## src/rtl/obstacle_scheduler.sv

```systemverilog
// Obstacle spawn scheduler: loads a jittered interval into an external down-counter,
// waits for it to expire, then emits a spawn event with an LFSR-chosen obstacle type.
module obstacle_scheduler #(
  parameter logic [15:0] LFSR_SEED = 16'hACE1,
  parameter logic [8:0]  BASE_GAP  = 9'd320,
  parameter logic [8:0]  GAP_STEP  = 9'd32
) (
  input  logic       clk,
  input  logic       rst_n,
  input  logic       game_run,
  input  logic       clear_count,
  input  logic [2:0] speed_level,
  input  logic [8:0] count_in,
  output logic       load_en,
  output logic [8:0] load_data,
  output logic       spawn_pulse,
  output logic [1:0] obstacle_type,
  output logic [7:0] spawn_count
);

  // An all-zero seed would lock the LFSR, so it is substituted.
  localparam logic [15:0] SEED = (LFSR_SEED == 16'h0000) ? 16'h0001 : LFSR_SEED;

  typedef enum logic [1:0] {IDLE, LOAD, WAIT, SPAWN} state_t;

  state_t      state;
  logic [15:0] lfsr;
  logic        wait_guard;
  logic [15:0] lfsr_next;

  // Base interval is floored at 64 ticks; the wide product avoids wrap on underflow.
  function automatic logic [8:0] calc_interval(input logic [2:0] lvl, input logic [5:0] jitter);
    logic [11:0] dec;
    logic [8:0]  base;
    dec = 12'(GAP_STEP) * 12'(lvl);
    if (dec + 12'd64 > 12'(BASE_GAP))
      base = 9'd64;
    else
      base = BASE_GAP - dec[8:0];
    return base + {3'b000, jitter};
  endfunction

  function automatic logic [7:0] sat_inc(input logic [7:0] v);
    return (v == 8'hFF) ? v : v + 8'd1;
  endfunction

  assign lfsr_next = {lfsr[14:0], lfsr[15] ^ lfsr[13] ^ lfsr[12] ^ lfsr[10]};

  always_ff @(posedge clk or negedge rst_n) begin
    if (!rst_n) begin
      state         <= IDLE;
      lfsr          <= SEED;
      wait_guard    <= 1'b0;
      load_en       <= 1'b0;
      load_data     <= 9'd0;
      spawn_pulse   <= 1'b0;
      obstacle_type <= 2'd0;
      spawn_count   <= 8'd0;
    end else begin
      load_en     <= 1'b0;
      spawn_pulse <= 1'b0;
      if (clear_count)
        spawn_count <= 8'd0;
      if (!game_run) begin
        state      <= IDLE;
        wait_guard <= 1'b0;
      end else begin
        if (state != IDLE)
          lfsr <= lfsr_next;
        case (state)
          IDLE, SPAWN: begin
            state     <= LOAD;
            load_en   <= 1'b1;
            load_data <= calc_interval(speed_level, lfsr[5:0]);
          end
          LOAD: begin
            state      <= WAIT;
            wait_guard <= 1'b1;
          end
          WAIT: begin
            // First WAIT cycle may still see the counter's pre-load value.
            if (wait_guard) begin
              wait_guard <= 1'b0;
            end else if (count_in == 9'd0) begin
              state         <= SPAWN;
              spawn_pulse   <= 1'b1;
              obstacle_type <= lfsr[7:6];
              if (!clear_count)
                spawn_count <= sat_inc(spawn_count);
            end
          end
        endcase
      end
    end
  end

endmodule

```

## config.mk

```make
export PLATFORM = sky130hd
export DESIGN_NAME = obstacle_scheduler
export DESIGN_NICKNAME = d
export VERILOG_FILES = /design/src/rtl/obstacle_scheduler.sv
export SDC_FILE = /design/constraint.sdc
export NUM_CORES = 1
export LEC_CHECK = 0
export CORE_ASPECT_RATIO = 0.75
export CORE_MARGIN = 2
export CORE_UTILIZATION = 50
export DETAILED_ROUTE_END_ITERATION = 6
export GPL_ROUTABILITY_DRIVEN = 0
export GPL_TIMING_DRIVEN = 0
export PLACE_DENSITY = 0.78
export RECOVER_POWER = 50
export SETUP_SLACK_MARGIN = 0.2
export SKIP_LAST_GASP = 1
export SLEW_MARGIN = 10
export SYNTH_ARGS = -nofsm -noshare
export SYNTH_HDL_FRONTEND = slang
export SYNTH_SLANG_ARGS = --single-unit
export TNS_END_PERCENT = 1
```

## constraint.sdc

```tcl
create_clock -name clk -period 3.6 [get_ports clk]
set_input_delay 0.9 -clock clk [delete_from_list [all_inputs] [get_ports clk]]
set_output_delay 0.9 -clock clk [all_outputs]
set_load 0.05 [all_outputs]
```

[Word-level counts from Yosys, hierarchy flattened]
Cells that the tools add are included.
Operators by class
  add/sub/neg operators: 4
  $lt $le $gt $ge: 1
  equal/unequal tests: 8
  mux-type cells: 22
  bitwise gates (word level): 4
  reductions and logical operators: 8
Operators by type and width (number)
  $mux 8: 7
  $mux 9: 3
  $add 8x7->9 const B: 1
  $add 9x6->9: 1
  $gt 9x9->1 const B: 1
  $logic_not 9->1: 1
  $sub 9x8->9 const A: 1
  $add 8x1->8 const B: 1
  $eq 8x8->1 const B: 1
  $mux 1: 7
  $mux 2: 3
  $ne 3x3->1 const B: 2
  $ne 6x6->1 const B: 1
  $pmux 2 s3: 1
  $reduce_and 2->1: 3
  $eq 2x2->1 const B: 2
  $reduce_and 4->1: 1
  $ne 3x1->1 const B: 1
  $xor 1x1->1: 3
  $eq 2x1->1 const B: 1
  $logic_not 2->1: 1
  $pmux 1 s2: 1
  $reduce_bool 2->1: 1
  $reduce_or 2->1: 1
  $not 1->1: 1
Storage, ports and cells
  bits in registers: 40
  output and inout bits: 21
  word-level logic and storage cells: 55

[Depth between registers and ports, before layout]
  depth after elaboration: 7
  gate-level depth with buffers: 9

[Worst setup path after synthesis]
No wires, ideal clock.
  path type: in2reg
  from: input speed_level[1]
  to: register load_data[6]
  arrival time: 2156 ps
  required time: 3475 ps
  slack: 1320 ps
  stages on the path: 8
  path through: inv_1 -> ha_1 -> nor2b_1 -> nor2_1 -> nor2_1 -> ha_1 -> ha_1 -> mux2_2
Between the ends
  longest elaborated chain between the ends: 6
  elaborated cells on any way between the ends: 7
RTL lines
  start: declaration: line 12  | input logic [2:0] speed_level,
  $add 8x7->9: line 36  | if (dec + 12'd64 > 12'(BASE_GAP))
  $gt 9x9->1: line 36
  $mux 9 *: line 36
  $mux 9 *: line 70  | case (state)
  $mux 9 *: line 64  | if (!game_run) begin
  $add 9x6->9 *: line 40  | return base + {3'b000, jitter};
  end signal: assignment: line 74  | load_data <= calc_interval(speed_level, lfsr[5:0]);
  end: declaration: line 15  | output logic [8:0] load_data,
Mark *: on every way between the ends. The rest lies on a longest branch, timed or not. The select of a mux whose other input is x is not followed.
A chain may end at the register's enable or synchronous reset.

[Worst setup path after layout]
  from: input count_in[1]
  to: register spawn_count[6]
Between the ends
  longest elaborated chain between the ends: 5
  elaborated cells on any way between the ends: 6
RTL lines
  start: declaration: line 13  | input logic [8:0] count_in,
  $logic_not 9->1 *: line 84  | end else if (count_in == 9'd0) begin
  $mux 8: line 84
  $mux 8: line 82  | if (wait_guard) begin
  $mux 8: line 70
  $mux 8: line 64
  end signal: assignment: line 89  | spawn_count <= sat_inc(spawn_count);
  end: declaration: line 18  | output logic [7:0] spawn_count
Mark *: on every way between the ends. The rest lies on a longest branch, timed or not.

==> impl_results.rst <==
.. list-table::
   :header-rows: 1

   * - Metric
     - Value
   * - Status
     - completed
   * - Worst relative slew slack
     - 0.0923
   * - Slew Viols, Final
     - 0
   * - CP required
     - approximately 3.8 ns
   * - Combined area of all synthesized cells
     - 1960 sq um
   * - Footprint of the multi-input gates
     - 877 sq um
   * - Share of cells above drive strength 1
     - 0.227
   * - Cts bufs inserted
     - 5
   * - Hold path startpoint
     - load_data[7]$_DFFE_PN0P_
   * - Total GRT Usage
     - 0.175
   * - Critical Path Source Type
     - input pin
   * - Worst setup path startpoint
     - count_in[1]
   * - Total setup buffers inserted after CTS
     - 0
   * - Largest voltage drop on the vdd net
     - 0.501 mV
   * - Origin of the critical flop-to-flop path
     - state[0]$_DFFE_PN0P_
   * - # IOs
     - 37
   * - Accumulated negative setup slack
     - 0 ns
   * - Number of placed cells counting well taps
     - around 250
   * - Number of storage elements in the synthesis netlist
     - 40
   * - Routed wire length
     - 3.59 mm
   * - PwrDens
     - between 600 and 700 nW/um^2
   * - HPWL after detailed placement
     - roughly 2.8 mm
   * - Switching power total
     - approximately 0.61 mW
   * - Global-route wire length before repair
     - 5.93 mm
   * - Clk_lat worst skew
     - between 0.2 and 0.3 ns
   * - Clk Tree Root Cell
     - sky130_fd_sc_hd__clkbuf_8
   * - Worst-case setup slack after placement
     - 0.531 ns
   * - Internal power contribution
     - approximately 1.1 mW
   * - Worst setup margin
     - between 0.7 and 0.8 ns
   * - Area growth from synthesis to layout
     - 24.8%
   * - Portion of total power attributed to sequential cells
     - 0.426
   * - Synth async-reset ratio
     - 1.00
   * - Number of endpoints with negative hold slack in the final report
     - 0
   * - Worst min-delay path category
     - flop to flop
   * - Maximum number of pins on one net before global-route repair
     - 28
   * - RSZ-0062 raised after global routing
     - false
   * - Arr. time, crit path
     - 3.02 ns
   * - Cell type with the highest aggregate area in the netlist
     - sky130_fd_sc_hd__dfrtp_1
   * - Area of the placeable core
     - roughly 3700 sq um
   * - Gate count after technology mapping
     - between 150 and 200
   * - Top cells by count, synth
     - sky130_fd_sc_hd__dfrtp_1 (32), sky130_fd_sc_hd__mux2_2 (25), sky130_fd_sc_hd__ha_1 (12)
   * - Number of synthesized flops with an enable pin
     - 0
   * - Final critical-path required period
     - about 2.8 ns
   * - Violation count after the first detailed-route iteration
     - 56
   * - CP Class
     - input pin to flop
   * - Sequential cell area
     - between 1000 and 1500 sq um
   * - Proportion of netlist area held by the largest area contributor
     - 0.408
   * - Number of clock sinks seen by CTS
     - 40
   * - Post-Layout Inst Area
     - about 2500 sq um
   * - Comb power frac
     - 0.397
   * - Sequential cell area fraction in the yosys report
     - 0.515
   * - Sort of element at the end of the critical path
     - flop
   * - Largest fanout of any net on the critical path
     - 9
   * - Number of buffers added to fix hold violations after cts
     - 0
   * - Worst clock skew on the final layout
     - approximately 0.0073 ns
   * - Highest achievable clock rate
     - about 350 MHz
   * - Library cell with the highest instance count after synthesis
     - sky130_fd_sc_hd__dfrtp_1
   * - Clk network pwr share
     - 0.177
   * - Leakage dissipation
     - roughly 1.1 nW
   * - Switch share
     - 0.360
   * - Full die area
     - roughly 4500 sq um
   * - Cts repair resizes
     - 0
   * - Number of nets in the finished design
     - 230
   * - Count of final setup violators
     - 0
   * - Top cells by area in the synthesized netlist
     - sky130_fd_sc_hd__dfrtp_1 (41%), sky130_fd_sc_hd__mux2_2 (14%), sky130_fd_sc_hd__dfstp_2 (11%), sky130_fd_sc_hd__ha_1 (7.6%), sky130_fd_sc_hd__o21ai_0 (2.3%)
   * - Syn Area/Cell
     - 12.4 sq um
   * - Number of non-filler instances in the completed layout
     - ~260
   * - Primary flip-flop cell chosen by synthesis mapping
     - sky130_fd_sc_hd__dfrtp_1
   * - Via count of the first global-routing pass
     - approximately 1300
   * - Port Buffers
     - 35
   * - Initial antenna violation count
     - 0
   * - Antenna diode count
     - 0
   * - Vias
     - between 1000 and 1500
   * - Routed Antenna Nets
     - 0
   * - Number of core rows
     - 19
   * - Period utilization
     - 0.789
   * - CTS tree
     - done
   * - Floorplan die width
     - roughly 76 um
   * - Vias per Instance
     - around 5.3
   * - Measured slew at the worst slew-check pin
     - between 1 and 1.5 ns
   * - Max-cap violation count
     - 0
   * - 1st-pass router iterations
     - 4
   * - Overall overflow remaining after global route
     - 0
   * - Die span in y
     - between 50 and 60 um
   * - Number of warnings reported in the yosys synthesis log
     - 0
   * - # fillers
     - about 300
   * - Cell area after placement
     - approximately 2400 sq um
   * - Detailed-route DRC error count
     - 0
   * - Initial standard-cell utilization of the core
     - 0.530
   * - Clock transition time at the flip-flop clock pins of the worst setup and hold paths
     - 0.07 ns
   * - Htree depth
     - 2
   * - Internal reg-to-reg setup slack
     - 1.68 ns
   * - Wirelength per Cell
     - between 10 and 15 um
   * - Buffer levels on the longest clock path
     - 2
   * - Post-Syn Nets
     - between 150 and 200
   * - Number of different library cells in the post-synthesis netlist
     - 31
[cells in the final DEF (no fill, tap or decap), types with 2 or more instances in the layout]
| cell type | n |
|---|---|
| sky130_fd_sc_hd__a21oi_1 | 8 |
| sky130_fd_sc_hd__nor2_1 | 6 |
| sky130_fd_sc_hd__inv_1 | 9 |
| sky130_fd_sc_hd__o21ai_0 | 9 |
| sky130_fd_sc_hd__or4_1 | 3 |
| sky130_fd_sc_hd__dlygate4sd3_1 | 2 |
| sky130_fd_sc_hd__or3_1 | 3 |
| sky130_fd_sc_hd__dfstp_2 | 8 |
| sky130_fd_sc_hd__buf_2 | 3 |
| sky130_fd_sc_hd__xnor2_1 | 4 |
| sky130_fd_sc_hd__ha_1 | 12 |
| sky130_fd_sc_hd__nand3_1 | 2 |
| sky130_fd_sc_hd__nand2b_1 | 2 |
| sky130_fd_sc_hd__clkdlybuf4s50_1 | 32 |
| sky130_fd_sc_hd__o2111ai_1 | 2 |
| sky130_fd_sc_hd__o211a_1 | 2 |
| sky130_fd_sc_hd__dfrtp_1 | 32 |
| sky130_fd_sc_hd__xor2_1 | 2 |
| sky130_fd_sc_hd__o31ai_1 | 3 |
| sky130_fd_sc_hd__clkbuf_8 | 6 |
| sky130_fd_sc_hd__nand2_1 | 5 |
| sky130_fd_sc_hd__mux2_2 | 25 |
| sky130_fd_sc_hd__nand4_1 | 2 |
| sky130_fd_sc_hd__clkbuf_1 | 7 |
| sky130_fd_sc_hd__nor2b_1 | 4 |
[worst paths after layout]
| check | cells after the start | end |
|---|---|---|
| max | 5 | spawn_count[6]$_DFFE_PN0P_ |
| min | 2 | load_data[7]$_DFFE_PN0P_ |
| min in group asynchronous | 1 | wait_guard$_DFFE_PN0P_ |
| min reg2reg | 2 | load_data[7]$_DFFE_PN0P_ |
| max reg2reg | 6 | lfsr[14]$_DFFE_PN0P_ |
| max in group asynchronous | 2 | load_data[6]$_DFFE_PN0P_ |
[power by group through the flow]
stage / Combinational [mW] / Clock [mW] / Sequential [mW]
2_1_floorplan: 0.298 / 0 / 0.900
3_3_place_gp: 0.663 / 0 / 0.719
3_5_place_dp: 0.688 / 0 / 0.735
4_1_cts: 0.690 / 0.308 / 0.726
5_1_grt: 0.725 / 0.325 / 0.745
6_report: 0.675 / 0.300 / 0.724
[critical path, stage by stage]
cell and delay, ns:
sky130_fd_sc_hd__dlygate4sd3_1 0.54, sky130_fd_sc_hd__nor4_1 0.59, sky130_fd_sc_hd__nand4_4 0.25, sky130_fd_sc_hd__nor4b_1 0.37, sky130_fd_sc_hd__mux2_2 0.37
[through the flow]
step	utilization	hold slack, ns	total power, mW
floorplan	-	0.475	1.20
global placement	0.642	0.462	1.38
detailed placement	0.648	0.480	1.42
CTS	0.672	0.496	1.72
global route	0.661	0.521	1.80
finish	0.661	0.489	1.70
[logic make-up (layout without fill, tap and decap cells)]
logic type | Yosys count | in the layout | share of synthesized area
AO/OA/AOI/OAI | 26 | 26 | 0.0815
XOR/XNOR | 6 | 6 | 0.0268
adder cells (fa/ha/maj) | 12 | 12 | 0.0764
buffers and inverters | 15 | 59 | 0.0312
flip-flops | 40 | 40 | 0.515
multiplexers | 25 | 25 | 0.143
AND/OR/NAND/NOR | 35 | 35 | 0.126
[cell type report]
class,count,area share
sequential,40,0.412
multi-input combinational,104,0.358
timing repair buffer,36,0.142
clock buffer,8,0.0368
tap,52,0.0265
inverter,9,0.0138
buffer,6,0.0107
[sequential cells by signal (all words and copies together), names as in the netlist]
signal         cells
lfsr              16
load_data          9
load_en            1
obstacle_type      2
spawn_count        8
spawn_pulse        1
state              2
wait_guard         1
[routing by layer]
metal / up-vias / track usage / part of all wire
li1: 650 / - / -
met1: 660 / 0.207 / 0.43
met2: 41 / 0.305 / 0.51
met3: 7 / 0.0421 / 0.038
met4: 0 / 0.0883 / 0.018
met5: - / 0 / 0
(Power assumes the default switching activity.)
